## config.mk

```make
export PLATFORM = sky130hd
export DESIGN_NAME = pwm_tick_flat
export DESIGN_NICKNAME = d
export VERILOG_FILES = /design/src/rtl/pwm_tick_if.sv /design/src/rtl/pwm_tick.sv /design/src/flat_wrapper.sv
export SDC_FILE = /design/constraint.sdc
export NUM_CORES = 1
export LEC_CHECK = 0
export CORE_AREA = 2 2 91 93
export DETAILED_ROUTE_END_ITERATION = 8
export DIE_AREA = 0 0 93 95
export PLACE_DENSITY = 0.56
export REMOVE_ABC_BUFFERS = 1
export SYNTH_ARGS = -nofsm -noshare
export SYNTH_HDL_FRONTEND = slang
export SYNTH_SLANG_ARGS = --single-unit
```

## constraint.sdc

```tcl
create_clock -name clock -period 6.4 [get_ports clock]
set_clock_uncertainty 0.2 [all_clocks]
set_input_delay 0.96 -clock clock [delete_from_list [all_inputs] [get_ports clock]]
set_output_delay 0.96 -clock clock [all_outputs]
set_load 0.05 [all_outputs]
```

## src/rtl/pwm_tick_if.sv

```systemverilog
// pwm_tick_if: bundles the PWM generator's advance strobe, the
// double-buffered period/duty write port and the three status outputs.
// The master drives tick/top/duty/put; the slave (pwm_tick) drives the rest.
interface pwm_tick_if #(
   parameter int W = 8
);
   logic         tick;
   logic [W-1:0] top;
   logic [W-1:0] duty;
   logic         put;
   logic         out;
   logic         wrap;
   logic         pend;

   modport master (
      output tick, top, duty, put,
      input  out, wrap, pend
   );

   modport slave (
      input  tick, top, duty, put,
      output out, wrap, pend
   );
endinterface

```

## src/rtl/pwm_tick.sv

```systemverilog
// pwm_tick: tick-driven PWM generator with double-buffered period/duty.
// The phase counter only moves on upstream strobe ticks; values written with
// put are parked in a pending buffer and loaded at the next period boundary,
// or loaded directly when the write lands on a boundary tick.
// Optional build macro: PWM_CENTER_EN selects center-aligned (up/down) mode.
module pwm_tick #(
   parameter int W = 8
) (
   input logic        clock,
   input logic        reset,
   pwm_tick_if.slave  bus
);

   logic [W-1:0] count_q, count_d;
   logic [W-1:0] top_a_q, top_a_d;
   logic [W-1:0] duty_a_q, duty_a_d;
   logic [W-1:0] top_p_q, top_p_d;
   logic [W-1:0] duty_p_q, duty_p_d;
   logic         pend_q, pend_d;
   logic         wrap_q, wrap_d;
   logic         out_q, out_d;
   logic         boundary;
`ifdef PWM_CENTER_EN
   logic         dir_q, dir_d;
`endif

   // Next-state: phase advance, boundary detection, buffer transfer, output compare.
   always_comb begin
      count_d  = count_q;
      top_a_d  = top_a_q;
      duty_a_d = duty_a_q;
      top_p_d  = top_p_q;
      duty_p_d = duty_p_q;
      pend_d   = pend_q;
      wrap_d   = 1'b0;
      boundary = 1'b0;
`ifdef PWM_CENTER_EN
      dir_d    = dir_q;
      if (bus.tick) begin
         if (dir_q) begin
            // Falling half: the step from 1 back to 0 closes the period.
            if (count_q <= W'(1)) begin
               boundary = 1'b1;
            end else begin
               count_d = count_q - W'(1);
            end
         end else if (top_a_q == '0) begin
            // Degenerate period: no room to turn around, every tick wraps.
            boundary = 1'b1;
         end else if (count_q >= top_a_q) begin
            // Turn around at the top; clamp in case a smaller top was just loaded.
            dir_d   = 1'b1;
            count_d = top_a_q - W'(1);
         end else begin
            count_d = count_q + W'(1);
         end
      end
`else
      // >= rather than == so a count stranded above a freshly shrunk top
      // still wraps on its next tick.
      if (bus.tick) begin
         if (count_q >= top_a_q) begin
            boundary = 1'b1;
         end else begin
            count_d = count_q + W'(1);
         end
      end
`endif
      if (boundary) begin
         count_d = '0;
         wrap_d  = 1'b1;
`ifdef PWM_CENTER_EN
         dir_d   = 1'b0;
`endif
         if (bus.put) begin
            // Write coinciding with the boundary bypasses the pending buffer.
            top_a_d  = bus.top;
            duty_a_d = bus.duty;
            pend_d   = 1'b0;
         end else if (pend_q) begin
            top_a_d  = top_p_q;
            duty_a_d = duty_p_q;
            pend_d   = 1'b0;
         end
      end else if (bus.put) begin
         top_p_d  = bus.top;
         duty_p_d = bus.duty;
         pend_d   = 1'b1;
      end
      // Compare against post-edge values so out moves on the same edge as count.
      out_d = (count_d < duty_a_d);
   end

   // State register with synchronous reset that also discards pending values.
   always_ff @(posedge clock) begin
      if (reset) begin
         count_q  <= '0;
         top_a_q  <= '0;
         duty_a_q <= '0;
         top_p_q  <= '0;
         duty_p_q <= '0;
         pend_q   <= 1'b0;
         wrap_q   <= 1'b0;
         out_q    <= 1'b0;
`ifdef PWM_CENTER_EN
         dir_q    <= 1'b0;
`endif
      end else begin
         count_q  <= count_d;
         top_a_q  <= top_a_d;
         duty_a_q <= duty_a_d;
         top_p_q  <= top_p_d;
         duty_p_q <= duty_p_d;
         pend_q   <= pend_d;
         wrap_q   <= wrap_d;
         out_q    <= out_d;
`ifdef PWM_CENTER_EN
         dir_q    <= dir_d;
`endif
      end
   end

   assign bus.out  = out_q;
   assign bus.wrap = wrap_q;
   assign bus.pend = pend_q;

endmodule

```

## src/flat_wrapper.sv

```systemverilog
// flat-port wrapper written by rule: the top's interface ports become plain ports
module pwm_tick_flat 
#(
   parameter int W = 8
)
  (clock, reset, bus_tick, bus_top, bus_duty, bus_put, bus_out, bus_wrap, bus_pend);
  pwm_tick_if #(.W(W)) bus_i ();
  input logic clock;
  input logic reset;
  input wire logic [$bits(bus_i.tick)-1:0] bus_tick;
  input wire logic [$bits(bus_i.top)-1:0] bus_top;
  input wire logic [$bits(bus_i.duty)-1:0] bus_duty;
  input wire logic [$bits(bus_i.put)-1:0] bus_put;
  output wire logic [$bits(bus_i.out)-1:0] bus_out;
  output wire logic [$bits(bus_i.wrap)-1:0] bus_wrap;
  output wire logic [$bits(bus_i.pend)-1:0] bus_pend;
  assign bus_i.tick = bus_tick;
  assign bus_i.top = bus_top;
  assign bus_i.duty = bus_duty;
  assign bus_i.put = bus_put;
  assign bus_out = bus_i.out;
  assign bus_wrap = bus_i.wrap;
  assign bus_pend = bus_i.pend;
  pwm_tick #(.W(W)) u_core (.clock(clock), .reset(reset), .bus(bus_i));
endmodule
```

==> results.py, run 1 <==
metrics = {
    "run_status": {
        "status": "finished, final reports clean",
    },
    "power_and_ir_drop": {
        "p_per_area_nw_per_um2": 465,
        "peak_supply_drop_uv": 179,
        "final_total_pwr_mw": 1.24,
        "leak_pwr_nw": 1.13,
    },
    "cells_and_area": {
        "syn2layout_area_growth_pct": 16.4,
        "num-nets-final": 291,
        "filler_cells_inserted": 850,
        "final_util": 0.336,
        "post_route_cells_drive_above_1_share": 0.0977,
        "antenna_cells": 0,
    },
    "floorplanning": {
        "placementRows": 33,
        "die_outline_height_um": 95,
        "ios": 23,
        "die_x_um": 93,
        "design.die.area_sq_um": 8840,
        "floorplan.initialDensity": 0.289,
        "core_sq_um": 7930,
    },
    "sta": {
        "setup_repair_after_global_routing_missed_its_margin": "no",
        "max_freq_mhz": 287,
        "timing_worst_slew_pin_value_ps": 491,
        "finalCriticalPeriod_ps": 3480,
        "final-hold-violation-count": 0,
        "max_slew_margin": 0.672,
        "worst_hold_slack_ps": 298,
        "final-setup-viol-count": 0,
        "tns_ps": 0,
        "final_max_slew_viol_count": 0,
        "finalCritPeriodShare": 0.544,
    },
    "synth": {
        "syn-mean-instance-area_sq_um": 9.61,
        "synth.largest_area_cell": "sky130_fd_sc_hd__dfxtp_1",
        "synthesis.instances": 238,
        "synth_area_leaders": "sky130_fd_sc_hd__dfxtp_1 38%, sky130_fd_sc_hd__mux2i_1 11%, sky130_fd_sc_hd__ha_1 8.8%",
        "yosys_register_bits": 43,
        "synth_top_area_frac": 0.376,
        "synthesis.area_sq_um": 2290,
        "yosys_warnings": 0,
        "netlist-cell-type-count": 39,
        "synth-seq-area-share": 0.376,
    },
    "global_routing": {
        "pin_count_of_the_biggest_net_entering_global_routing": 35,
        "grt.overflow.total": 0,
        "antenna_found_initial": 0,
        "grt_first_pass_wirelength_mm": 8.20,
        "first_global_vias": 1775,
        "globalRouteTotalUtil": 0.118,
    },
    "clock_tree": {
        "cts-buffers-inserted": 5,
        "numClockSinks": 43,
        "cts.hold.buffers_added": 0,
        "clk_path_buf_depth": 2,
        "clk-insertion-delay-late_ps": 300,
        "cts.repair_timing.setup_buffer_count": 0,
        "cts.clk_slew.worst_paths_ps": 90,
        "clockRootBuffer": "sky130_fd_sc_hd__clkbuf_8",
        "cts_resized": 0,
        "tritoncts": "done",
        "h-tree-depth": 2,
    },
    "setup_path": {
        "worstPathRequired_ps": 6430,
        "critical_path.endpoint_type": "register",
        "crit_path_max_fanout": 25,
        "critical_path_arrival_ps": 3510,
        "worstSetupPathType": "in2reg",
        "crit_path_start_kind": "primary input",
    },
    "routing": {
        "average_wire_per_standard_cell_um": 12.7,
        "detailedRoute.firstIterationViolations": 36,
        "ant_nets_after_route": 0,
        "wirelength_mm": 4.59,
        "drt-vias-per-instance": 4.66,
        "detail_route.first_pass.iterations": 3,
        "number_of_design_rule_violations_left_after_detail_routing": 0,
        "route.vias.total": 1683,
    },
    "placement": {
        "io_buffers": 22,
        "place_hpwl_mm": 3.17,
        "place.gp.congestion": 0.832,
    },
    "hold_path": {
        "worstHoldPathType": "reg2reg",
    },
    "job": {
        "cap_violations": 0,
    },
}
## synthesized netlist by cell type, drive strengths merged
| cell type | instances |
|---|---|
| a211oi | 9 |
| a21o | 2 |
| a21oi | 3 |
| a31oi | 1 |
| and2 | 3 |
| and3 | 2 |
| buf | 7 |
| clkbuf | 8 |
| clkinv | 1 |
| dfxtp | 43 |
| ha | 16 |
| inv | 12 |
| mux2i | 24 |
| nand2 | 8 |
| nand2b | 3 |
| nand3 | 1 |
| nand4 | 5 |
| nor2 | 35 |
| nor2b | 2 |
| nor3 | 7 |
| o211a | 7 |
| o211ai | 3 |
| o21a | 1 |
| o21ai | 9 |
| o221ai | 1 |
| o22a | 15 |
| o22ai | 1 |
| o31ai | 1 |
| o32ai | 1 |
| or2 | 1 |
| xnor2 | 2 |
| xor2 | 4 |
## stage by stage
step | area, sq um | setup WS, ps | cells
4_1_cts | 2660 | 2950 | 361
3_3_place_gp | 2580 | 2710 | 353
6_report | 2660 | 2920 | 361
3_5_place_dp | 2580 | 2610 | 353
2_1_floorplan | 2200 | 3380 | 223
5_1_grt | 2660 | 2690 | 361
## area by class of cell
type | instances | area (sq um) | area share
Clock buffer | 6 | 72.6 | 0.0273
Clock inverter | 2 | 12.5 | 0.00470
Inverter | 13 | 48.8 | 0.0183
Multi-Input combinational cell | 167 | 1290 | 0.486
Sequential cell | 43 | 861 | 0.323
Tap cell | 105 | 131 | 0.0494
Timing Repair Buffer | 25 | 243 | 0.0912
## worst paths after layout
path / start / slack (ps) / end / depth (start not counted)
worst min-delay path: u_core.top_p_q[7] / 300 / u_core.top_p_q[7] / 2
worst max-delay path: bus_tick / 2920 / u_core.bus.out / 10
worst max register to register: u_core.top_a_q[6] / 3000 / u_core.bus.out / 14
worst min register to register: u_core.top_p_q[7] / 300 / u_core.top_p_q[7] / 2
## state kept, by name, indices dropped and copies added, names as in the netlist
signal	count
u_core.bus.out	1
u_core.duty_p_q	8
u_core.top_a_q	8
u_core.count_q	8
u_core.bus.wrap	1
u_core.duty_a_q	8
u_core.top_p_q	8
u_core.bus.pend	1
## layout by cell type, fill, tap and decap left out, types with 2 or more instances in the layout
| cell | Yosys | routed |
|---|---|---|
| sky130_fd_sc_hd__nand2b_1 | 2 | 2 |
| sky130_fd_sc_hd__mux2i_1 | 24 | 24 |
| sky130_fd_sc_hd__o211ai_1 | 2 | 2 |
| sky130_fd_sc_hd__nand4_1 | 5 | 5 |
| sky130_fd_sc_hd__o22a_1 | 15 | 15 |
| sky130_fd_sc_hd__and3_1 | 2 | 2 |
| sky130_fd_sc_hd__o21ai_0 | 8 | 8 |
| sky130_fd_sc_hd__nand2_1 | 8 | 8 |
| sky130_fd_sc_hd__nor2_1 | 35 | 35 |
| sky130_fd_sc_hd__nor3_1 | 7 | 7 |
| sky130_fd_sc_hd__xnor2_1 | 2 | 2 |
| sky130_fd_sc_hd__inv_1 | 12 | 12 |
| sky130_fd_sc_hd__buf_4 | 1 | 3 |
| sky130_fd_sc_hd__a21oi_1 | 3 | 3 |
| sky130_fd_sc_hd__clkbuf_8 | 0 | 5 |
| sky130_fd_sc_hd__a21o_1 | 2 | 2 |
| sky130_fd_sc_hd__nor2b_1 | 2 | 2 |
| sky130_fd_sc_hd__xor2_1 | 4 | 4 |
| sky130_fd_sc_hd__a211oi_2 | 8 | 8 |
| sky130_fd_sc_hd__clkdlybuf4s50_1 | 0 | 22 |
| sky130_fd_sc_hd__dfxtp_1 | 43 | 43 |
| sky130_fd_sc_hd__o211a_1 | 7 | 7 |
| sky130_fd_sc_hd__ha_1 | 16 | 16 |
| sky130_fd_sc_hd__and2_1 | 3 | 3 |
## power by group
group	total, mW	switching, mW	internal, mW
combinational	0.672	0.362	0.310
clock	0.173	0.0966	0.0764
sequential	0.393	0.0457	0.348
## critical path: stages
cell,delay (ps)
sky130_fd_sc_hd__clkdlybuf4s50_1,660
sky130_fd_sc_hd__o21a_4,350
sky130_fd_sc_hd__nand2_1,260
sky130_fd_sc_hd__o22a_1,260
sky130_fd_sc_hd__o21ai_0,90
sky130_fd_sc_hd__ha_1,260
sky130_fd_sc_hd__a211oi_1,330
sky130_fd_sc_hd__nand2b_1,90
sky130_fd_sc_hd__a21o_1,190
sky130_fd_sc_hd__o31ai_2,50
## cell families after synthesis
group / count (synthesis) / share of synthesized area
xor+xnor: 6 / 0.0230
flops: 43 / 0.376
mux: 24 / 0.105
buf+inv: 28 / 0.0585
compound gates: 54 / 0.214
fa+ha+maj: 16 / 0.0875
simple gates: 67 / 0.135
## routing by layer
metal	track usage	wire length, um
met5	0	0
met4	0.0368	44
met3	0.0247	142
met2	0.205	2120
met1	0.145	2280
(Power assumes the default switching activity.)
==> run 2, diff against run 1 <==
Settings changed: PLACE_DENSITY 0.56 to 0.57.
Clock period 6.4 ns to 3.19 ns, I/O delays scaled along.
==> run 2 against run 1 <==
Compared with the run above:
- flip-flop and latch count is the same
- critical path depth rose by 3
- clock power rose to 2.6 times the previous value
- count of clock-buffer cells in the layout unchanged
- largest cell class unchanged
- final cell count up 4.4%
- routed wire length up 7.4%
- via count rose by 6.3%
- hold slack better by 3.8 ps
- critical path type is now reg2reg
- global-route usage fell by 0.32 points
- register-to-register slack worse by 2900 ps
==> results.py, run 2 (same netlist as run 1, synthesis figures left out) <==
metrics = {
    "routing": {
        "number_of_design_rule_violations_left_after_detail_routing": 0,
        "detailedRoute.firstIterationViolations": 51,
        "wirelength_mm": 4.93,
        "average_wire_per_standard_cell_um": 13.1,
        "route.vias.total": 1789,
        "drt-vias-per-instance": 4.75,
        "ant_nets_after_route": 0,
        "detail_route.first_pass.iterations": 4,
    },
    "hold_path": {
        "worstHoldPathType": "reg2reg",
        "hold-path-cell-count": 2,
        "worst_hold_endpoint": "u_core.top_p_q[0]",
        "start_point_of_the_worst_hold_path": "u_core.top_p_q[0]",
    },
    "setup_path": {
        "crit_path_start_kind": "register",
        "slowest_delay_ps": 400,
        "worstPathRequired_ps": 3210,
        "crit_path_max_fanout": 12,
        "rr_worst_depth": 13,
        "worstPathCellList": "ha_1 -> nor2b_1 -> o211ai_1 -> a31oi_4 -> o21a_4 -> buf_12 -> o22a_1 -> o21ai_1 -> ha_1 -> a21oi_2 -> o211ai_1 -> nand2b_4 -> o31ai_2",
        "worstSetupPathType": "reg2reg",
        "critical_path_arrival_ps": 3100,
        "critical_path.reg2reg.startpoint": "u_core.count_q[1]",
        "rr_endpoint": "u_core.bus.out",
        "reg2reg_setup_slack_ps": 120,
        "critical_path.endpoint_type": "register",
        "timing.critical_path.slowest_stage_cell": "sky130_fd_sc_hd__dfxtp_1",
    },
    "floorplanning": {
        "core_sq_um": 7930,
        "floorplan.initialDensity": 0.289,
        "design.die.area_sq_um": 8840,
        "placementRows": 33,
        "die_outline_height_um": 95,
        "ios": 23,
        "die_x_um": 93,
    },
    "sta": {
        "final-setup-viol-count": 0,
        "tns_ps": 0,
        "finalCriticalPeriod_ps": 3070,
        "final_max_slew_viol_count": 0,
        "max_freq_mhz": 326,
        "finalCritPeriodShare": 0.963,
        "timing_worst_slew_pin_value_ps": 495,
        "max_slew_margin": 0.669,
        "final-hold-violation-count": 0,
    },
    "cells_and_area": {
        "seq_area_sq_um": 862,
        "area_of_combinational_cells_with_multiple_inputs_sq_um": 1330,
        "mostFrequentLayoutCell": "sky130_fd_sc_hd__dfxtp_1",
        "num-nets-final": 307,
        "layout.cells.most_common_list": "42 x sky130_fd_sc_hd__dfxtp_1, 35 x sky130_fd_sc_hd__nor2_1, 24 x sky130_fd_sc_hd__mux2i_1, 22 x sky130_fd_sc_hd__clkdlybuf4s50_1, 17 x sky130_fd_sc_hd__buf_4",
        "filler_cells_inserted": 803,
        "final_util": 0.364,
        "syn2layout_area_growth_pct": 26.0,
        "antenna_cells": 0,
        "post_route_cells_drive_above_1_share": 0.180,
        "layoutNonFillerInstCount": 377,
    },
    "clock_tree": {
        "cts.hold.buffers_added": 0,
        "clockRootBuffer": "sky130_fd_sc_hd__clkbuf_8",
        "h-tree-depth": 2,
        "cts-buffers-inserted": 5,
        "clk-insertion-delay-late_ps": 300,
        "cts.clk_slew.worst_paths_ps": 80,
        "numClockSinks": 43,
        "tritoncts": "done",
        "clk_path_buf_depth": 2,
    },
    "power_and_ir_drop": {
        "peak_supply_drop_uv": 395,
        "p_comb_frac": 0.580,
        "netSwitchingPower_mw": 1.11,
        "clock_power_share": 0.153,
        "leak_pwr_nw": 1.25,
        "p_sw_frac": 0.381,
        "p_per_area_nw_per_um2": 1010,
        "p_int_mw": 1.80,
        "share_seq_of_total_power": 0.267,
    },
    "global_routing": {
        "pin_count_of_the_biggest_net_entering_global_routing": 26,
        "antenna_found_initial": 0,
        "grt.overflow.total": 0,
        "first_global_vias": 1693,
        "grt_first_pass_wirelength_mm": 8.07,
        "globalRouteTotalUtil": 0.114,
    },
    "run_status": {
        "status": "finished, final reports clean",
    },
    "placement": {
        "place.gp.congestion": 0.823,
        "placed_cells": 361,
        "io_buffers": 22,
        "place_hpwl_mm": 3.47,
    },
    "job": {
        "cap_violations": 0,
    },
}
[run 2: cell types whose count changed in the layout (fill, tap and decap cells not counted), moves of 2 or more]
cell	delta
sky130_fd_sc_hd__o21ai_1	+3
sky130_fd_sc_hd__buf_4	+14
sky130_fd_sc_hd__a21oi_1	-2
sky130_fd_sc_hd__a21oi_2	+2
sky130_fd_sc_hd__o21ai_0	-3
[run 2: area by class of cell]
cell class	instances	share of cell area
multi-input cells	167	0.461
inverters	13	0.0169
clock inverters	2	0.0122
flip-flops and latches	43	0.299
repair buffers	41	0.136
well taps	105	0.0456
clock buffers	6	0.0286
[run 2: worst max-delay path by stage]
stage | startpoint | cells past startpoint | endpoint
floorplan | u_core.top_a_q[2] | 14 | u_core.bus.out
global placement | u_core.top_a_q[6] | 14 | u_core.bus.out
detailed placement | u_core.top_a_q[6] | 15 | u_core.bus.out
CTS | u_core.top_a_q[6] | 14 | u_core.bus.out
global route | u_core.top_a_q[1] | 14 | u_core.bus.out
finish | u_core.count_q[1] | 13 | u_core.bus.out
[run 2: what timing repair did]
item	CTS	global route
setup endpoints to repair	1	1
pin swaps	0	10
gates resized for setup	2	10
gates cloned	0	1
endpoints found under the hold margin	0	0
setup buffers	0	7
[run 2: metrics by stage]
step	total power, mW	instance area, sq um	hold WS [ps]	worst slack [ps]
finish	2.91	2880	302	118
global route	3.14	2880	326	-34.3
CTS	2.73	2770	308	51.8
floorplan	1.86	2200	263	169
global placement	2.22	2650	275	54.9
detailed placement	2.27	2650	289	-42.2
[run 2: routing by layer]
layer  up-vias  share of wire  global-route usage
met5         -              0                   0
met4         0          0.012              0.0294
met3         8          0.037              0.0271
met2        27           0.48               0.194
met1       839           0.47               0.147
li1        915              -                   -
[run 2: worst max-delay path, delay by kind of cell, from the launching register on]
kind	cells	cell delay, ps
flip-flops	1	400
AND/OR/NAND/NOR	2	310
AO/OA/AOI/OAI	8	1410
adder cells (fa/ha/maj)	2	540
buffers and inverters	1	140
[run 2: power groups by stage]
| stage | clock [mW] | combinational, mW | sequential [mW] |
|---|---|---|---|
| floorplan | 0 | 1.03 | 0.838 |
| global placement | 0 | 1.44 | 0.786 |
| detailed placement | 0 | 1.48 | 0.790 |
| CTS | 0.460 | 1.49 | 0.777 |
| global route | 0.481 | 1.87 | 0.794 |
| finish | 0.447 | 1.69 | 0.777 |
==> run 3, diff against run 2 <==
Settings changed: SKIP_LAST_GASP set to 1.
==> results of run 3 <==
Same layout as run 2: the final DEF is identical, and so are final timing and power.
==> variant 1: new RTL, config.mk and constraints of run 2 <==
`W` is set to 8 in 3 places; all go to 6.
--- a/src/rtl/pwm_tick_if.sv
+++ b/src/rtl/pwm_tick_if.sv
@@ -4,3 +4,3 @@
 interface pwm_tick_if #(
-   parameter int W = 8
+   parameter int W = 6
 );
--- a/src/rtl/pwm_tick.sv
+++ b/src/rtl/pwm_tick.sv
@@ -6,3 +6,3 @@
 module pwm_tick #(
-   parameter int W = 8
+   parameter int W = 6
 ) (
--- a/src/flat_wrapper.sv
+++ b/src/flat_wrapper.sv
@@ -3,3 +3,3 @@
 #(
-   parameter int W = 8
+   parameter int W = 6
 )
Interface: changed (resized bus_duty and bus_top); port bits go from 23 to 19. The function was not compared with the original's and may differ.
==> variant 1 against run 2 <==
Clock power shrank 28%. Die area is the same. Critical endpoint unchanged. Wire length shrank 22%. Sequential cell count shrank 10. Core utilization shrank 7.3 points. Global-route usage shrank 2.0 points. Power shrank 35%. Sequential power shrank 23%. Maximum frequency grew 0.86%. Setup slack gained 0.026 ns. Largest power group unchanged. Final area shrank 20%. Area after synthesis shrank 22%.
==> variant 1: results <==
metrics = {
    "detailed_routing": {
        "drtIter0Drc": 56,
        "firstDrtPassIters": 4,
        "wire_per_inst_um": 11.6,
        "vias": 1397,
    },
    "clocking": {
        "htree_levels": 2,
        "clk_pin_slew_ns": 0.07,
        "clock_path_buffers": 2,
    },
    "worst_hold_path": {
        "hold_end": "u_core.duty_p_q[0]",
        "hold_class": "reg -> reg",
        "holdCritStartpoint": "u_core.duty_p_q[0]",
        "hold_depth": 2,
    },
    "logic_synthesis": {
        "synthFlopType": "dfxtp_1",
        "synth_compound_area_share_pct": 16.2,
        "synth_area_leaders": "dfxtp_1 37%, mux2i_1 10%, ha_1 8.5%",
        "synth_seq_area_share_pct": 37.2,
        "yosys.area_share.adder_pct": 8.45,
        "ys_top_cells_by_count": "37 x nor2_1, 33 x dfxtp_1, 18 x mux2i_1",
        "synth_xor_area_share_pct": 1.97,
        "synth_mux_area_share_pct": 10.1,
        "synth_cell_types": 33,
    },
    "run_status": {
        "status": "finished clean",
    },
    "global_routing": {
        "grt_use_total_pct": 9.47,
        "grt_pass1_wl_mm": 6.49,
        "antenna_found_initial": 0,
        "grt_max_degree": 15,
    },
    "placed_design": {
        "dpl.hpwl_mm": 2.89,
        "gp_congestion": 0.820,
        "post-place-ws_ns": -0.166,
        "dpl-instance-area_um2": 2160,
        "io_buffers": 18,
    },
    "critical_path": {
        "worst_ep_arrival_time_ns": 3.07,
        "ff2ff_setup_slack_ns": 0.14,
        "max_stage_delay_ns": 0.44,
        "crit_slowest_cell": "a221o_2",
        "reg2reg_depth": 14,
        "path_max_fanout": 5,
        "r2r_start": "u_core.count_q[0]",
        "cpLargestDelayFamily": "compound AO/OA/AOI/OAI gates",
    },
    "timing": {
        "fin_crit_ns": 3.05,
        "tightest_slew_ns": 0.592,
    },
    "finish": {
        "multi_input_area_um2": 1020,
        "fin_nets": 253,
        "fillers": 850,
        "drive_gt1_share_pct": 24.0,
    },
    "power": {
        "pwr-share-seq_pct": 31.3,
        "leakagePower_nw": 0.938,
        "p_sw_share_pct": 39.1,
        "combPwrFrac_pct": 51.8,
        "peakVddDrop_mv": 0.205,
    },
}
[variant 1: cell types whose count changed in the layout (fill, tap and decap cells not counted), sizes merged, moves of 6 or more]
cell,change
mux2i,-6
dfxtp,-10
o211a,-7
nand3b,+7
nor2,+7
o22a,-15
[variant 1: what timing repair did]
| item | in CTS | in global routing |
|---|---|---|
| resized for setup | 2 | 12 |
| pin swaps | 2 | 9 |
| cloned | 0 | 0 |
| setup endpoints to repair | 1 | 1 |
[variant 1: per-layer routing]
layer | up-vias | wire length (µm) | share of wire (%) | track usage, %
li1 | 733 | - | - | -
met1 | 640 | 1920 | 50 | 12.1
met2 | 18 | 1730 | 45 | 15.0
met3 | 6 | 133 | 3.5 | 2.87
met4 | 0 | 65 | 1.7 | 3.68
met5 | - | 0 | 0 | 0
[variant 1: how the worst max path moves through the flow]
stage | start | endpoint | depth (start not counted)
2_1_floorplan | u_core.count_q[0] | u_core.bus.out | 13
3_3_place_gp | bus_tick | u_core.bus.out | 13
3_5_place_dp | bus_tick | u_core.bus.out | 12
4_1_cts | u_core.count_q[0] | u_core.bus.out | 14
5_1_grt | u_core.count_q[0] | u_core.bus.out | 14
6_report | u_core.count_q[0] | u_core.bus.out | 14
[variant 1: area by class of cell]
class | count | area share, %
timing repair buffer | 38 | 14.7
multi-input combinational | 132 | 44.5
sequential | 33 | 28.9
tap | 105 | 5.71
clock buffer | 7 | 3.75
inverter | 15 | 2.45
[variant 1: through the flow]
stage	std cells	power (mW)	hold slack, ns
floorplan	180	1.20	0.263
global placement	323	1.52	0.274
detailed placement	323	1.55	0.289
CTS	330	1.89	0.305
global route	330	2.05	0.327
finish	330	1.91	0.297
==> variant 2: new RTL, config.mk and constraints of run 2 <==
Without the edit above. `top_a_q` no longer has a reset.
--- a/src/rtl/pwm_tick.sv
+++ b/src/rtl/pwm_tick.sv
@@ -97,3 +97,2 @@
          count_q  <= '0;
-         top_a_q  <= '0;
          duty_a_q <= '0;
@@ -109,3 +108,2 @@
          count_q  <= count_d;
-         top_a_q  <= top_a_d;
          duty_a_q <= duty_a_d;
@@ -122,2 +120,6 @@
 
+   always_ff @(posedge clock) begin
+      top_a_q <= top_a_d;
+   end
+
    assign bus.out  = out_q;
Behaviour: not the same (a bounded check fails within 4 cycles, from zero or initial values and one cycle with reset high).
==> variant 2 against run 2 <==
Wire length grew 7.6%. Sequential cell count is the same. Area after synthesis decreased by 2.8%. Worst hold slack worse by 0.045 ns. Synthesized cell count grew 6.7%. Final area grew 0.56%. Setup slack got worse by 0.011 ns. Core utilization grew 0.21 points.
Power is not compared: it rests on default switching activity, and its combinational part moved more than twofold at a synthesized area within 25%.
==> variant 2: results <==
metrics = {
    "finish": {
        "nFlopsAndLatches": 43,
        "drive_gt1_share_pct": 22.9,
        "fillers": 828,
        "clk_share_pct": 3.06,
        "regArea_um2": 943,
        "fin_nets": 323,
        "buffer_area_share_pct": 15.2,
        "multi_input_area_um2": 1220,
        "n_all_inverters": 19,
        "multi_input_cells": 175,
    },
    "placed_design": {
        "dp.cells": 376,
        "dpl.hpwl_mm": 3.47,
        "dpl-instance-area_um2": 2590,
        "gp_congestion": 0.773,
    },
    "global_routing": {
        "use_met1_pct": 15.5,
        "grt_max_degree": 22,
        "grt_use_total_pct": 12.7,
        "met3_usage_pct": 3.03,
        "grt_pass1_wl_mm": 8.71,
        "use_met2_pct": 22.1,
    },
    "worst_hold_path": {
        "holdCritStartpoint": "u_core.duty_p_q[3]",
    },
    "detailed_routing": {
        "wl_met1_mm": 2.41,
        "wl_met2_mm": 2.61,
        "wire_per_inst_um": 13.5,
        "drtIter0Drc": 89,
        "vias": 1836,
        "wl_met3_um": 186,
        "vias_per_cell": 4.67,
    },
    "critical_path": {
        "path_max_fanout": 8,
        "max_stage_delay_ns": 0.38,
        "worst_ep_arrival_time_ns": 3.08,
        "startpoint": "u_core.top_a_q[6]",
        "crit_slowest_cell": "edfxtp_1",
    },
    "logic_synthesis": {
        "synth_area_leaders": "dfxtp_1 32%, edfxtp_1 11%, ha_1 9.0%",
        "synth_cell_types": 40,
        "ys_top_cells_by_count": "41 x nand2_1, 35 x dfxtp_1, 28 x nor2_1",
        "synth_seq_area_share_pct": 42.3,
        "avgSynthCellArea_um2": 8.75,
    },
    "run_status": {
        "status": "finished clean",
    },
    "timing": {
        "max_slew_margin_pct": 51.7,
    },
}
==> variant 2: cell types whose count changed after synthesis, sizes merged, moves of 8 or more <==
cell / before / now
nand2: 8 / 41
o22a: 15 / 0
a31oi: 1 / 9
a21oi: 3 / 18
dfxtp: 43 / 35
a211oi: 9 / 1
mux2i: 24 / 0
mux2: 0 / 8
edfxtp: 0 / 8
nand3b: 0 / 8
==> variant 2: timing repair <==
action                     in CTS  in global routing
cloned                          2                  0
setup endpoints to repair       1                  1
buffers inserted                4                  3
gates resized for setup        11                 14
pin swaps                      14                  8
==> variant 2: logic make-up after synthesis <==
kind of cell | synth area share, %
simple gates | 19.9
compound gates | 15.3
mux | 4.05
fa+ha+maj | 9.01
buf+inv | 7.04
xor+xnor | 2.36
flops | 42.3
==> variant 2: worst register-to-register path: stages (launching register included) <==
cell,delay (ns)
edfxtp_1,0.38
inv_1,0.07
ha_1,0.24
a21o_1,0.19
a21oi_2,0.15
nand2_2,0.11
o21a_4,0.25
buf_4,0.18
a31oi_1,0.24
o221ai_2,0.16
ha_1,0.31
o21a_1,0.11
nor2_1,0.04
o31ai_2,0.26
o31ai_2,0.09
==> variant 2: worst paths after layout <==
check	endpoint	cells after the start	slack [ns]
setup / recovery	u_core.bus.out	14	0.11
hold reg to reg	u_core.duty_p_q[3]	2	0.26
setup reg to reg	u_core.bus.out	14	0.11
hold / removal	u_core.duty_p_q[3]	2	0.26
==> variant 2: power breakdown <==
| part | switching [mW] | internal [mW] | leakage [nW] |
|---|---|---|---|
| sequential | 0.0110 | 0.568 | 0.359 |
| clock | 0.203 | 0.153 | 0.0402 |
| combinational | 0.0699 | 0.0663 | 0.729 |
